## config.mk

```make
export PLATFORM = sky130hd
export DESIGN_NAME = incr_share_arbiter
export DESIGN_NICKNAME = d
export VERILOG_FILES = /design/src/rtl/incr_share_arbiter_pkg.sv /design/src/rtl/incr_share_arbiter_rr_pick.sv /design/src/rtl/incr_share_arbiter.sv
export SDC_FILE = /design/constraint.sdc
export NUM_CORES = 1
export LEC_CHECK = 0
export ABC_AREA = 1
export CAP_MARGIN = 20
export CORE_ASPECT_RATIO = 0.9
export CORE_MARGIN = 8
export CORE_UTILIZATION = 57
export DETAILED_ROUTE_END_ITERATION = 10
export GPL_TIMING_DRIVEN = 1
export PLACE_DENSITY_LB_ADDON = 0.3
export SLEW_MARGIN = 25
export SYNTH_ARGS = -nofsm -noshare
export SYNTH_HDL_FRONTEND = slang
export SYNTH_HIERARCHICAL = 1
export SYNTH_SLANG_ARGS = --single-unit
```

## constraint.sdc

```tcl
create_clock -name clk -period 3.5 [get_ports clk]
set_input_delay 0.7 -clock clk [delete_from_list [all_inputs] [get_ports clk]]
set_output_delay 0.7 -clock clk [all_outputs]
set_load 0.005 [all_outputs]
```

## src/rtl/incr_share_arbiter_pkg.sv

```systemverilog
// Shared definitions for the incr_share_arbiter slice.
//   - state_t   : FSM state encoding (IDLE/EXEC/WB). Encoding 2'd3 is illegal
//                 and is steered back to IDLE by the FSM.
//   - CNT_W     : per-channel count width, fixed by the shared incrementer.
//   - incrementer4bit : ripple incrementer, CNT_W-bit operand to CNT_W+1-bit
//                 result. The MSB of the result is the carry-out (wrap).
package incr_share_arbiter_pkg;

   localparam int CNT_W = 4;

   typedef enum logic [1:0] {
      ST_IDLE = 2'd0,
      ST_EXEC = 2'd1,
      ST_WB   = 2'd2
   } state_t;

   // Ripple-carry +1: the carry-in is the constant one, each stage passes
   // its carry to the next. Result bit CNT_W is the final carry-out.
   function automatic logic [CNT_W:0] incrementer4bit(input logic [CNT_W-1:0] a);
      logic             carry;
      logic [CNT_W:0]   res;
      carry = 1'b1;
      res   = '0;
      for (int i = 0; i < CNT_W; i++) begin
         res[i] = a[i] ^ carry;
         carry  = a[i] & carry;
      end
      res[CNT_W] = carry;
      return res;
   endfunction

endpackage

```

## src/rtl/incr_share_arbiter_rr_pick.sv

```systemverilog
// rr_pick: combinational round-robin winner selection.
// Ports:
//   pending [NUM_REQ-1:0] in  : channels with a queued request
//   ptr     [IDX_W-1:0]   in  : channel searched first (always < NUM_REQ)
//   onehot  [NUM_REQ-1:0] out : one-hot winner (0 when nothing pending)
//   idx     [IDX_W-1:0]   out : winner index (0 when nothing pending)
//   valid               out : a winner exists
// The search starts at ptr and wraps, so the first set bit at or after ptr
// wins. A lone pending bit therefore wins regardless of ptr.
module rr_pick #(
   parameter int NUM_REQ = 4,
   parameter int IDX_W   = 2
) (
   input  logic [NUM_REQ-1:0] pending,
   input  logic [IDX_W-1:0]   ptr,
   output logic [NUM_REQ-1:0] onehot,
   output logic [IDX_W-1:0]   idx,
   output logic               valid
);

   localparam int SUM_W = IDX_W + 1;

   logic [SUM_W-1:0] sum_s;
   logic [IDX_W-1:0] pos_s;

   // Scan channels in rotated order, keep the first pending one found.
   always_comb begin
      onehot = '0;
      idx    = '0;
      valid  = 1'b0;
      sum_s  = '0;
      pos_s  = '0;
      for (int off = 0; off < NUM_REQ; off++) begin
         sum_s = {1'b0, ptr} + SUM_W'(off);
         if (sum_s >= SUM_W'(NUM_REQ)) begin
            sum_s = sum_s - SUM_W'(NUM_REQ);
         end else begin
            sum_s = sum_s;
         end
         pos_s = sum_s[IDX_W-1:0];
         if (!valid && pending[pos_s]) begin
            valid          = 1'b1;
            idx            = pos_s;
            onehot[pos_s]  = 1'b1;
         end else begin
            valid = valid;
         end
      end
   end

endmodule

```

## src/rtl/incr_share_arbiter.sv

```systemverilog
// incr_share_arbiter: NUM_REQ channels share one 4-bit incrementer.
// Each channel owns a count register and a sticky overflow flag. Requests are
// queued in a pending vector and serviced one at a time, round robin, in a
// three-cycle IDLE -> EXEC -> WB sequence.
// Ports:
//   clk       in  1           clock, all state on posedge
//   rst       in  1           synchronous active-high reset (aborts any service)
//   req       in  NUM_REQ     1-cycle pulse per channel: request one increment
//   clr       in  NUM_REQ     per-channel sync clear of count and overflow
//   grant     out NUM_REQ     one-hot channel in service, valid EXEC..WB
//   done      out 1           high during the write-back cycle
//   busy      out 1           high in EXEC and WB
//   cnt_flat  out 4*NUM_REQ   channel i count on bits [4i+3:4i]
//   ovf       out NUM_REQ     sticky wrap flag per channel (15 -> 0)
module incr_share_arbiter
   import incr_share_arbiter_pkg::*;
#(
   parameter int NUM_REQ = 4
) (
   input  logic                     clk,
   input  logic                     rst,
   input  logic [NUM_REQ-1:0]       req,
   input  logic [NUM_REQ-1:0]       clr,
   output logic [NUM_REQ-1:0]       grant,
   output logic                     done,
   output logic                     busy,
   output logic [CNT_W*NUM_REQ-1:0] cnt_flat,
   output logic [NUM_REQ-1:0]       ovf
);

   localparam int IDX_W = (NUM_REQ > 1) ? $clog2(NUM_REQ) : 1;

   state_t               state_r, state_n;
   logic [NUM_REQ-1:0]   pending_r, pending_n;
   logic [NUM_REQ-1:0]   grant_r, grant_n;
   logic [IDX_W-1:0]     winner_r, winner_n;
   logic [IDX_W-1:0]     ptr_r, ptr_n;
   logic [CNT_W:0]       res_q_r;
   logic [CNT_W-1:0]     cnt_r [NUM_REQ];
   logic [NUM_REQ-1:0]   ovf_r;
   logic                 done_r;
   logic                 busy_r;
   logic                 wb_s;

   logic [NUM_REQ-1:0]   pick_onehot_s;
   logic [IDX_W-1:0]     pick_idx_s;
   logic                 pick_valid_s;
   logic [CNT_W-1:0]     operand_s;
   logic [CNT_W:0]       inc_s;

   rr_pick #(
      .NUM_REQ (NUM_REQ),
      .IDX_W   (IDX_W)
   ) u_rr_pick (
      .pending (pending_r),
      .ptr     (ptr_r),
      .onehot  (pick_onehot_s),
      .idx     (pick_idx_s),
      .valid   (pick_valid_s)
   );

   // Single shared incrementer, fed by a mux over the channel counts.
   always_comb begin
      operand_s = cnt_r[winner_r];
      inc_s     = incrementer4bit(operand_s);
   end

   // Next-state and next-value logic of the service FSM.
   always_comb begin
      state_n  = state_r;
      grant_n  = grant_r;
      winner_n = winner_r;
      ptr_n    = ptr_r;
      wb_s     = 1'b0;
      case (state_r)
         ST_IDLE: begin
            if (pick_valid_s) begin
               grant_n  = pick_onehot_s;
               winner_n = pick_idx_s;
               state_n  = ST_EXEC;
            end else begin
               state_n  = ST_IDLE;
            end
         end
         ST_EXEC: begin
            state_n = ST_WB;
         end
         ST_WB: begin
            wb_s    = 1'b1;
            grant_n = '0;
            state_n = ST_IDLE;
            if (winner_r == IDX_W'(NUM_REQ - 1)) begin
               ptr_n = '0;
            end else begin
               ptr_n = winner_r + IDX_W'(1);
            end
         end
         default: begin
            grant_n = '0;
            state_n = ST_IDLE;
         end
      endcase
   end

   // Pending queue: write-back clears the serviced bit, but a request in the
   // same cycle re-arms it (the OR with req comes last).
   always_comb begin
      if (wb_s) begin
         pending_n = (pending_r & ~grant_r) | req;
      end else begin
         pending_n = pending_r | req;
      end
   end

   // FSM state, arbitration registers and registered status outputs.
   always_ff @(posedge clk) begin
      if (rst) begin
         state_r   <= ST_IDLE;
         pending_r <= '0;
         grant_r   <= '0;
         winner_r  <= '0;
         ptr_r     <= '0;
         res_q_r   <= '0;
         done_r    <= 1'b0;
         busy_r    <= 1'b0;
      end else begin
         state_r   <= state_n;
         pending_r <= pending_n;
         grant_r   <= grant_n;
         winner_r  <= winner_n;
         ptr_r     <= ptr_n;
         if (state_r == ST_EXEC) begin
            res_q_r <= inc_s;
         end else begin
            res_q_r <= res_q_r;
         end
         // done/busy are computed from the next state so they line up with
         // the state they describe without a decode after the register.
         done_r    <= (state_n == ST_WB);
         busy_r    <= (state_n == ST_EXEC) || (state_n == ST_WB);
      end
   end

   // Per-channel counts and sticky overflow; a clear beats a same-cycle write-back.
   always_ff @(posedge clk) begin
      if (rst) begin
         for (int i = 0; i < NUM_REQ; i++) begin
            cnt_r[i] <= '0;
         end
         ovf_r <= '0;
      end else begin
         for (int i = 0; i < NUM_REQ; i++) begin
            if (clr[i]) begin
               cnt_r[i] <= '0;
               ovf_r[i] <= 1'b0;
            end else if (wb_s && (winner_r == IDX_W'(i))) begin
               cnt_r[i] <= res_q_r[CNT_W-1:0];
               if (res_q_r[CNT_W]) begin
                  ovf_r[i] <= 1'b1;
               end else begin
                  ovf_r[i] <= ovf_r[i];
               end
            end else begin
               cnt_r[i] <= cnt_r[i];
               ovf_r[i] <= ovf_r[i];
            end
         end
      end
   end

   generate
      for (genvar g = 0; g < NUM_REQ; g++) begin : g_flat
         assign cnt_flat[CNT_W*g +: CNT_W] = cnt_r[g];
      end
   endgenerate

   assign grant = grant_r;
   assign done  = done_r;
   assign busy  = busy_r;
   assign ovf   = ovf_r;

endmodule
```

======== After elaboration in Yosys (flattened, before gate mapping) ========
Memory sizes are Yosys's and may differ from the RTL's. A register that Yosys moved wholly into a read port is not among the register bits.
Cells that the tools add are included.
word-level totals
  memories kept ........................... 1
  input bits .............................. 10
  register bits ........................... 25
  output and inout port bits .............. 26
  memory bits (writable) .................. 16
  logic and storage cells ................. 194
memory list
  memory  words  bits a word  rd ports  clocked after Yosys merged registers in  write ports  line                      RTL
  cnt_r   4      4            5         1                                        4            incr_share_arbiter.sv:39  logic [CNT_W-1:0] cnt_r [NUM_REQ];
operators by class
  bitwise gates (word level) .............. 27
  $add $sub $neg .......................... 8
  mux-type cells .......................... 99
  equality and inequality tests ........... 8
  reductions and logical operators ........ 27
  $lt $le $gt $ge ......................... 12
operator list
  operator               count
  $mux W4                18
  $mux W1                60
  $mux W2                11
  $or A4 B4 Y4           5
  $lt A2 B3 Y1 const B   4
  $or A1 B1 Y1           12
  $reduce_and A2 Y1      6
  $logic_and A1 B1 Y1    11
  $ge A3 B3 Y1 const B   3
  $bmux W1 S2            4
  $demux W1 S2           4
  $eq A2 B2 Y1 const B   4
  $ge A2 B1 Y1 const B   4
  $pmux W4 S2            1
  $reduce_or A2 Y1       4
  $sub A2 B1 Y2 const B  4
  $add A2 B2 Y3 const B  2
  $eq A2 B1 Y1 const B   3
  $and A4 B4 Y4          1
  $logic_not A2 Y1       2
  $not A4 Y4             1
  $pmux W2 S2            1
  $add A2 B1 Y3 const B  1
  $and A1 B1 Y1          3
  other kinds (7)        12

======== Longest topological paths before layout ========
Gate-level depths: netlist (run 1).
  word-level depth ........................ 18
  depth in mapped cells ................... 14
  mapped depth without buffers ............ 13

======== Modules after synthesis ========
Netlist (run 1), hierarchy kept.
modules (own cells, without submodules)
  module              cells each  sequential area each (sq um)  instances  area each (sq um)
  incr_share_arbiter  186         1,001.0                       1          1,712.9
  rr_pick             74          0.0                           1          440.4

======== Least setup slack after synthesis (run 1) ========
OpenSTA, ideal clock, no wires.
  path kind ............................... register to register
  from .................................... register ptr_r[0]
  to ...................................... register grant_r[0], in the netlist grant[0]
  data arrival time ....................... 1,895 ps
  clock period less this slack ............ 2,007 ps
  stages on the path, launching flop included .. 15
  required time ........................... 3,388 ps
  buffers on the path ..................... 1
  path slack .............................. 1,493 ps
  setup time .............................. 112 ps
  cells stage by stage .................... dfxtp_1 -> inv_2 -> ha_1 -> inv_1 -> nand2_1 -> nand2_2 -> nor2_4 -> buf_6 -> nand4_1 -> nand3_1 -> inv_1 -> nand2_1 -> inv_1 -> nand2_1 -> nand2_1
on the way
  cells in the longest elaborated chain, start to end .. 16
  elaborated cells on any way between the ends .. 64
  classes of those cells .................. 7 x add/sub; 12 x order compare; 1 x eq/ne; 30 x mux; 3 x bitwise; 11 x reduce/logical
ends and longest elaborated chain
  element                                                                 line                              RTL
  start, declared                                                         incr_share_arbiter.sv:37          logic [IDX_W-1:0] ptr_r, ptr_n;
  start signal, assigned                                                  incr_share_arbiter.sv:131         ptr_r <= ptr_n;
  parallel branches: the longest is 13 deep, another holds $add A2 B1 Y3  -
  $mux W1 *                                                               incr_share_arbiter_rr_pick.sv:41  if (!valid && pending[pos_s]) begin
  net pick_valid_s                                                        incr_share_arbiter.sv:47          logic pick_valid_s;
  $ne A2 B2 Y1 (no line) *                                                -
  $reduce_and A2 Y1 (no line) *                                           -
  end signal, assigned                                                    incr_share_arbiter.sv:129         grant_r <= grant_n;
  end, declared                                                           incr_share_arbiter.sv:35          logic [NUM_REQ-1:0] grant_r, grant_n;
Mark *: on every way through the listed nets, which the timed path passes. The select of a mux whose other input is x is not followed.
A chain may end at the register's enable or synchronous reset.

======== Final worst setup path (run 1) ========
  from .................................... register ptr_r[0]
  to ...................................... register grant_r[2], in the netlist grant[2]
Same word-level chain as after synthesis.

==> results.sh, run 1 <==
export IMPL_ys_seq_area_share_pct=46.5
export IMPL_row_count=21
export IMPL_pwr_share_comb_pct=35.1
export IMPL_grt_max_degree=15
export IMPL_grt_overflow=0
export IMPL_routed_via_density=5.54
export IMPL_placed_area_mm2=0.00252
export IMPL_timing_fmax_ghz=0.413
export IMPL_finalSetupViolCount=0
export IMPL_switching_share_pct=38.3
export IMPL_critPathKind="reg -> reg"
export IMPL_fin_area_mm2=0.00261
export IMPL_die_x_um=80.8
export IMPL_finalHoldViolations=0
export IMPL_firstDrtPassIters=4
export IMPL_die_area_mm2=0.00600
export IMPL_drc_errors=0
export IMPL_slew_violations=0
export IMPL_drt_total_wl_um=5210
export IMPL_synthDistinctLibCells=24
export IMPL_period_share_pct=69.2
export IMPL_grt_usage_pct=18.3
export IMPL_cts_resized=0
export IMPL_intPower_mw=0.904
export IMPL_gp_congestion=0.891
export IMPL_clk_insertion_delay_late_ns=0.30
export IMPL_tns_ns=0
export IMPL_max_slew_margin_pct=55.2
export IMPL_cp_common_cell="nand2_1"
export IMPL_final_cell_mix="nand2_1 (42), nor2_1 (39), clkdlybuf4s50_1 (35)"
export IMPL_max_stage_delay_ns=0.54
export IMPL_place_inst=336
export IMPL_cts_buffers_inserted=5
export IMPL_maxCapViolCount=0
export IMPL_dp_hpwl_um=3930
export IMPL_synthCells=260
export IMPL_cts_tree="built"
export IMPL_clkTransAtPathRegs_ns=0.08
export IMPL_muxShareOfSynthArea_pct=0
export IMPL_synthAdderAreaFrac_pct=6.97
export IMPL_p_total_mw=1.47
export IMPL_required_ns=3.69
export IMPL_post_cts_setup_buffer_count=0
export IMPL_initial_core_util_pct=58.5
export IMPL_pwr_share_seq_pct=43.5
export IMPL_hold_slack_ns=0.460
export IMPL_synth_compound_area_share_pct=11.5
export IMPL_r2r_setup_slack_ns=1.08
export IMPL_synth_top_family_by_area="simple AND/OR/NAND/NOR gates"
export IMPL_grt_first_pass_wirelength_um=8360
export IMPL_io_pins=36
export IMPL_h_tree_depth=2
export IMPL_grt_pass1_vias=1693
export IMPL_yosys_warnings=6
export IMPL_die_h_um=74.3
export IMPL_power_leakage_nw=1.08
export IMPL_startpoint_type="register"
export IMPL_worst_pin_slew_ns=0.666
export IMPL_min_period_ns=2.42
export IMPL_path_max_fanout=13
export IMPL_crit_chain="inv_2 -> ha_1 -> inv_1 -> nand2_1 -> nand2_2 -> nor2_4 -> nand4_1 -> nand3_1 -> inv_1 -> nand2_1 -> inv_1 -> nand2_1 -> nand2_1"
export IMPL_rsz0062_at_grt="no"
export IMPL_nFillCells=308
export IMPL_status="complete, no violations"
export IMPL_cts_root_buffer="clkbuf_8"
export IMPL_p_per_area_mw_per_mm2=562
export IMPL_syn2layout_area_growth_pct=21.2
export IMPL_n_antenna_cell=0
export IMPL_clkPwrFrac_pct=21.4
export IMPL_layout_commonest_cell="nand2_1"
export IMPL_wl_per_cell_um=15.1
export IMPL_synth_area_mm2=0.00215
export IMPL_io_buffers=35
export IMPL_drtIter0Drc=217
export IMPL_fin_cells=344
export IMPL_layout_nets=319
export IMPL_synth_simple_gate_area_share_pct=28.3
export IMPL_arrival_ns=2.61
export IMPL_vdd_drop_max_uv=307
export IMPL_vias=1906
export IMPL_cts_hold_buf=0
export IMPL_clock_skew_final_ns=0.00697
export IMPL_cts_sinks=42
export IMPL_antenna_found_initial=0
export IMPL_clockBufferDepth=2
export IMPL_syn_nets=282
export IMPL_multi_input_area_mm2=0.00101
export IMPL_ys_seq_elements=42
export IMPL_p_switching_mw=0.562
export IMPL_drt_antenna_violating_nets=0
export IMPL_core_area_mm2=0.00368
export IMPL_synth_xor_area_share_pct=0
export IMPL_ff_latch_area_mm2=0.00100
export IMPL_endpoint_kind="register"
export IMPL_slowest_stage="dfxtp_1"
export IMPL_avgSynthCellArea_um2=8.28
export IMPL_drive_gt1_share_pct=9.06
export IMPL_hp_class="reg -> reg"
[worst paths after layout]
check	start	end	cells past startpoint
hold / removal	ovf[1]	ovf[1]	2
setup reg to reg	ptr_r[0]	grant[2]	13
hold reg to reg	ovf[1]	ovf[1]	2
setup / recovery	ptr_r[0]	grant[2]	13
[logic make-up (layout without fill, tap and decap cells)]
logic type / count (synthesis) / after routing
AND/OR/NAND/NOR: 127 / 127
AO/OA/AOI/OAI: 46 / 46
buffers and inverters: 33 / 71
adder cells (fa/ha/maj): 12 / 12
flip-flops: 42 / 42
[worst max-delay path: cells and delay by family, from the launching register on]
kind | cells | cell delay (ns)
adders and majority gates | 1 | 0.40
buffers and inverters | 4 | 0.46
DFF | 1 | 0.54
and+or+nand+nor | 8 | 0.93
[registers in the layout, summed over array words and instances (netlist names), named ones only]
name,flops
pending_r,4
busy,1
state_r,1
ovf,4
cnt_r,16
done,1
grant,4
ptr_r,2
res_q_r,5
winner_r,2
[stage by stage]
step,util (%),setup WS [ns]
2_1_floorplan,-,1.49
3_3_place_gp,68.5,1.15
3_5_place_dp,68.5,1.10
4_1_cts,70.9,1.12
5_1_grt,70.9,0.850
6_report,70.9,1.08
[power by group through the flow]
stage / registers [mW] / clock network [mW] / logic, mW
3_3_place_gp: 0.646 / 0 / 0.489
4_1_cts: 0.637 / 0.318 / 0.506
5_1_grt: 0.648 / 0.332 / 0.576
3_5_place_dp: 0.647 / 0 / 0.498
6_report: 0.638 / 0.313 / 0.515
2_1_floorplan: 0.628 / 0 / 0.356
[cell type report]
class / count / share of cell area (%)
multi-input combinational: 185 / 38.6
sequential: 42 / 38.4
timing repair buffer: 35 / 13.4
inverter: 28 / 4.03
clock buffer: 5 / 2.64
tap: 46 / 2.21
clock inverter: 3 / 0.719
[synth_stat cells (all sizes together)]
| library cell | instances | area, um^2 |
|---|---|---|
| ha | 12 | 150 |
| o22ai | 3 | 18.8 |
| edfxtp | 16 | 480 |
| dfxtp | 26 | 521 |
| a21boi | 4 | 30.0 |
| inv | 28 | 105 |
| nor2 | 41 | 169 |
| and2 | 1 | 6.26 |
| buf | 5 | 40.0 |
| nand2 | 50 | 213 |
| nand4 | 7 | 43.8 |
| nand3 | 28 | 178 |
| a21oi | 19 | 95.1 |
| o21ai | 20 | 104 |
[per-layer routing]
metal | up-vias | wire length, um | track usage, %
met4 | 0 | 91 | 6.53
met2 | 91 | 2200 | 27.0
li1 | 942 | - | -
met1 | 861 | 2440 | 25.6
met5 | - | 0 | 0
met3 | 12 | 472 | 3.74
(Power assumes the default switching activity.)
==> run 2: changes to the inputs <==
--- a/config.mk
+++ b/config.mk
@@ -9,7 +9,7 @@
 export CAP_MARGIN = 20
 export CORE_ASPECT_RATIO = 0.9
 export CORE_MARGIN = 8
-export CORE_UTILIZATION = 57
+export CORE_UTILIZATION = 47
 export DETAILED_ROUTE_END_ITERATION = 10
 export GPL_TIMING_DRIVEN = 1
 export PLACE_DENSITY_LB_ADDON = 0.3
==> constraint.sdc (replaced) <==
create_clock -name clk -period 2 [get_ports clk]
set_input_delay 0.4 -clock clk [delete_from_list [all_inputs] [get_ports clk]]
set_output_delay 0.4 -clock clk [all_outputs]
set_load 0.005 [all_outputs]
==> results.sh, run 2 (synthesis gave the netlist of run 1 again) <==
export IMPL_worst_pin_slew_ns=0.716
export IMPL_pwr_share_seq_pct=41.0
export IMPL_io_pins=36
export IMPL_cp_common_cell="nand2_1"
export IMPL_p_total_mw=2.71
export IMPL_cts_buffers_inserted=5
export IMPL_drt_antenna_violating_nets=0
export IMPL_clockBufferDepth=2
export IMPL_fin_cells=366
export IMPL_max_slew_margin_pct=51.8
export IMPL_cts_root_buffer="clkbuf_8"
export IMPL_timing_fmax_ghz=0.542
export IMPL_clock_skew_final_ns=0.0125
export IMPL_dp_hpwl_um=4130
export IMPL_grt_usage_pct=15.3
export IMPL_wl_per_cell_um=14.2
export IMPL_finalHoldViolations=0
export IMPL_startpoint_type="register"
export IMPL_power_leakage_nw=1.13
export IMPL_place_inst=358
export IMPL_reg_top3="cnt_r x16, res_q_r x5"
export IMPL_finalSetupViolCount=0
export IMPL_critPathKind="reg -> reg"
export IMPL_top_register="cnt_r"
export IMPL_drc_errors=0
export IMPL_clkTransAtPathRegs_ns=0.08
export IMPL_drive_gt1_share_pct=13.2
export IMPL_maxCapViolCount=0
export IMPL_syn2layout_area_growth_pct=26.5
export IMPL_setup_ws_ns=0.155
export IMPL_layout_nets=325
export IMPL_firstDrtPassIters=5
export IMPL_drt_total_wl_um=5210
export IMPL_slew_violations=0
export IMPL_intPower_mw=1.75
export IMPL_arrival_ns=2.04
export IMPL_p_switching_mw=0.959
export IMPL_status="complete, no violations"
export IMPL_grt_pass1_vias=1739
export IMPL_grt_max_degree=14
export IMPL_h_tree_depth=2
export IMPL_path_max_fanout=10
export IMPL_die_area_mm2=0.00701
export IMPL_endpoint_kind="register"
export IMPL_p_per_area_mw_per_mm2=993
export IMPL_period_share_pct=92.3
export IMPL_gp_congestion=0.945
export IMPL_slowest_stage="dfxtp_4"
export IMPL_die_h_um=80.2
export IMPL_vias=1876
export IMPL_antenna_found_initial=0
export IMPL_switching_share_pct=35.5
export IMPL_crit_chain="inv_2 -> ha_4 -> inv_1 -> nand2_1 -> nand2_2 -> nor2_4 -> nand4_1 -> nand3_2 -> inv_1 -> nand2_1 -> inv_1 -> nand2_1 -> nand2_1"
export IMPL_cts_hold_buf=0
export IMPL_required_ns=2.20
export IMPL_initial_core_util_pct=48.6
export IMPL_cts_tree="built"
export IMPL_cts_sinks=42
export IMPL_core_area_mm2=0.00443
export IMPL_routed_via_density=5.13
export IMPL_fin_area_mm2=0.00272
export IMPL_layout_commonest_cell="nand2_1"
export IMPL_min_period_ns=1.85
export IMPL_n_antenna_cell=0
export IMPL_nFillCells=404
export IMPL_hp_class="reg -> reg"
export IMPL_vdd_drop_max_uv=535
export IMPL_final_cell_mix="nand2_1 (42), nor2_1 (38), clkdlybuf4s50_1 (35)"
export IMPL_max_stage_delay_ns=0.41
export IMPL_grt_first_pass_wirelength_um=8360
export IMPL_dp_slack_ns=0.0757
export IMPL_io_buffers=35
export IMPL_placed_area_mm2=0.00259
export IMPL_clk_insertion_delay_late_ns=0.30
export IMPL_pwr_share_comb_pct=34.8
export IMPL_clkPwrFrac_pct=24.2
export IMPL_row_count=23
export IMPL_die_x_um=87.4
export IMPL_largest_reg_flops=16
export IMPL_grt_overflow=0
export IMPL_drtIter0Drc=179
export IMPL_post_cts_setup_buffer_count=0
[run 2: final cells by class]
class / count / area [um^2] / area share [%]
clock buffer: 5 / 68.8 / 2.53
sequential: 42 / 1010 / 36.9
multi-input combinational: 185 / 1030 / 37.9
timing repair buffer: 41 / 395 / 14.5
tap: 62 / 77.6 / 2.85
clock inverter: 3 / 40.0 / 1.47
inverter: 28 / 105 / 3.86
[run 2: power groups by stage]
| stage | Clock (mW) | Combinational, mW | Sequential [mW] |
|---|---|---|---|
| 6_report | 0.655 | 0.941 | 1.11 |
| 5_1_grt | 0.703 | 1.05 | 1.13 |
| 4_1_cts | 0.669 | 0.907 | 1.11 |
| 3_5_place_dp | 0 | 0.903 | 1.12 |
| 3_3_place_gp | 0 | 0.890 | 1.12 |
| 2_1_floorplan | 0 | 0.623 | 1.10 |
[run 2: path summary, 6_finish.rpt]
kind	from	end	slack [ns]	depth (start not counted)
setup / recovery	ptr_r[0]	grant[3]	0.15	13
setup reg to reg	ptr_r[0]	grant[3]	0.15	13
hold / removal	ovf[0]	ovf[0]	0.47	2
hold reg to reg	ovf[0]	ovf[0]	0.47	2
[run 2: through the flow]
step	hold WS (ns)	utilization (%)	TNS [ns]
floorplan	0.450	-	0
global placement	0.448	58.4	0
detailed placement	0.456	58.4	0
CTS	0.468	60.8	0
global route	0.491	61.5	-0.00656
finish	0.466	61.5	0
[run 2: timing repair]
| action | 4_1_cts | 5_1_grt |
|---|---|---|
| gates resized for setup | 0 | 7 |
| endpoints found under the hold margin | 0 | 0 |
| setup endpoints to repair | 0 | 10 |
[run 2: routing by layer]
layer | global-route usage (%) | wire length (um) | part of all wire (%) | vias up
met1 | 20.4 | 2490 | 48 | 850
met2 | 22.5 | 2260 | 43 | 70
met4 | 5.49 | 66 | 1.3 | 0
li1 | - | - | - | 950
met5 | 0 | 0 | 0 | -
met3 | 4.79 | 402 | 7.7 | 6
[run 2: critical path: cells and delay by family, from the launching register on]
family | cells | cell delay (ns)
buffers and inverters | 4 | 0.32
adder cells (fa/ha/maj) | 1 | 0.28
flip-flops | 1 | 0.41
AND/OR/NAND/NOR | 8 | 0.72
==> run 3: changes to the inputs <==
--- a/config.mk
+++ b/config.mk
@@ -8,7 +8,7 @@
 export ABC_AREA = 1
 export CAP_MARGIN = 20
 export CORE_ASPECT_RATIO = 0.9
-export CORE_MARGIN = 8
+export CORE_MARGIN = 2
 export CORE_UTILIZATION = 47
 export DETAILED_ROUTE_END_ITERATION = 10
 export GPL_TIMING_DRIVEN = 1
==> results.sh, run 3 (synthesis gave the netlist of run 1 again) <==
export IMPL_max_slew_margin_pct=55.3
export IMPL_grt_usage_pct=21.6
export IMPL_row_count=23
export IMPL_layout_nets=327
export IMPL_routed_via_density=5.10
export IMPL_path_max_fanout=8
export IMPL_grt_busiest_layer="met1"
export IMPL_grt_max_degree=14
export IMPL_grt_pass1_vias=1662
export IMPL_crit_end="res_q_r[3]"
export IMPL_cts_sinks=42
export IMPL_drc_errors=0
export IMPL_drtIter0Drc=158
export IMPL_cts_root_buffer="clkbuf_8"
export IMPL_top_register="cnt_r"
export IMPL_finalHoldViolations=0
export IMPL_clkTransAtPathRegs_ns=0.08
export IMPL_clockBufferDepth=2
export IMPL_drt_total_wl_um=4950
export IMPL_syn2layout_area_growth_pct=26.6
export IMPL_status="complete, no violations"
export IMPL_final_cell_mix="nand2_1 (42), nor2_1 (38), clkdlybuf4s50_1 (35)"
export IMPL_io_buffers=35
export IMPL_die_area_mm2=0.00514
export IMPL_largest_reg_flops=16
export IMPL_rsz0062_at_grt="no"
export IMPL_vdd_drop_max_uv=638
export IMPL_p_per_area_mw_per_mm2=994
export IMPL_finalSetupViolCount=0
export IMPL_endpoint_kind="register"
export IMPL_h_tree_depth=2
export IMPL_arrival_ns=1.97
export IMPL_dp_hpwl_um=3810
export IMPL_use_met2_pct=30.4
export IMPL_grt_first_pass_wirelength_um=8130
export IMPL_die_h_um=68.2
export IMPL_grt_overflow=0
export IMPL_clock_skew_final_ns=0.00745
export IMPL_wl_per_cell_um=13.4
export IMPL_r2r_setup_slack_ns=0.20
export IMPL_min_period_ns=1.80
export IMPL_timing_fmax_ghz=0.557
export IMPL_layout_commonest_cell="nand2_1"
export IMPL_r2r_cells=9
export IMPL_n_antenna_cell=0
export IMPL_required_ns=2.18
export IMPL_critPathKind="reg -> reg"
export IMPL_hp_class="reg -> reg"
export IMPL_firstDrtPassIters=4
export IMPL_use_met1_pct=32.7
export IMPL_gp_congestion=0.928
export IMPL_startpoint_type="register"
export IMPL_cts_buffers_inserted=5
export IMPL_die_x_um=75.4
export IMPL_worstReg2RegEnd="res_q_r[3]"
export IMPL_met3_usage_pct=5.01
export IMPL_power_leakage_nw=1.13
export IMPL_tns_ns=0
export IMPL_drt_antenna_violating_nets=0
export IMPL_period_share_pct=89.8
export IMPL_core_area_mm2=0.00443
export IMPL_drive_gt1_share_pct=12.4
export IMPL_post_cts_setup_buffer_count=0
export IMPL_maxCapViolCount=0
export IMPL_antenna_found_initial=0
export IMPL_io_pins=36
export IMPL_reg_top3="cnt_r x16, res_q_r x5"
export IMPL_vias=1877
export IMPL_worst_pin_slew_ns=0.664
export IMPL_hold_slack_ns=0.460
export IMPL_initial_core_util_pct=48.6
export IMPL_cts_tree="built"
export IMPL_clk_insertion_delay_late_ns=0.30
export IMPL_slew_violations=0
==> run 3: final cells by class <==
class / instances / area (um^2)
sequential: 42 / 1000
fill: 396 / 1710
timing repair buffer: 43 / 410
inverter: 28 / 105
clock inverter: 3 / 40.0
multi-input combinational: 185 / 1020
tap: 62 / 77.6
clock buffer: 5 / 68.8
==> run 3: where the power goes <==
part | switching [mW] | total (mW) | internal [mW]
sequential | 0.0906 | 1.10 | 1.01
combinational | 0.589 | 0.963 | 0.375
clock | 0.284 | 0.651 | 0.367
==> run 3: critical path: stages (launching register included) <==
cell and delay (ns):
dfxtp_1 0.31, buf_4 0.15, nand2_1 0.06, nand3_1 0.13, and2_1 0.17, ha_1 0.18, ha_1 0.18, ha_1 0.27
o21ai_0 0.15, a21oi_1 0.06
==> run 3: metal layers <==
layer	wire length, um	vias to the layer above
li1	-	953
met1	2380	847
met2	2160	72
met3	337	5
met4	68	0
met5	0	-
==> run 3: worst min path at each step <==
stage	slack (ns)	depth (start not counted)	from	to
floorplan	0.45	2	ovf[0]	ovf[0]
global placement	0.45	2	ovf[1]	ovf[1]
detailed placement	0.45	2	ovf[1]	ovf[1]
CTS	0.46	2	ovf[1]	ovf[1]
global route	0.48	2	ovf[3]	ovf[3]
finish	0.46	2	ovf[1]	ovf[1]
==> run 3: per-stage QoR <==
stage | power, mW | worst slack [ns] | utilization [%] | std cells | cell area, um^2
after floorplan | 1.72 | 0.0250 | - | 260 | 2150
after global placement | 2.03 | 0.173 | 58.7 | 360 | 2600
after detailed placement | 2.04 | 0.164 | 58.7 | 360 | 2600
after CTS | 2.69 | 0.146 | 61.2 | 368 | 2710
after global routing | 2.89 | 0.0242 | 61.5 | 368 | 2730
final | 2.71 | 0.203 | 61.5 | 368 | 2730
==> run 3: repair_timing <==
item	4_1_cts	5_1_grt
gates resized for setup	0	2
setup endpoints to repair	0	8
hold buffers	0	0
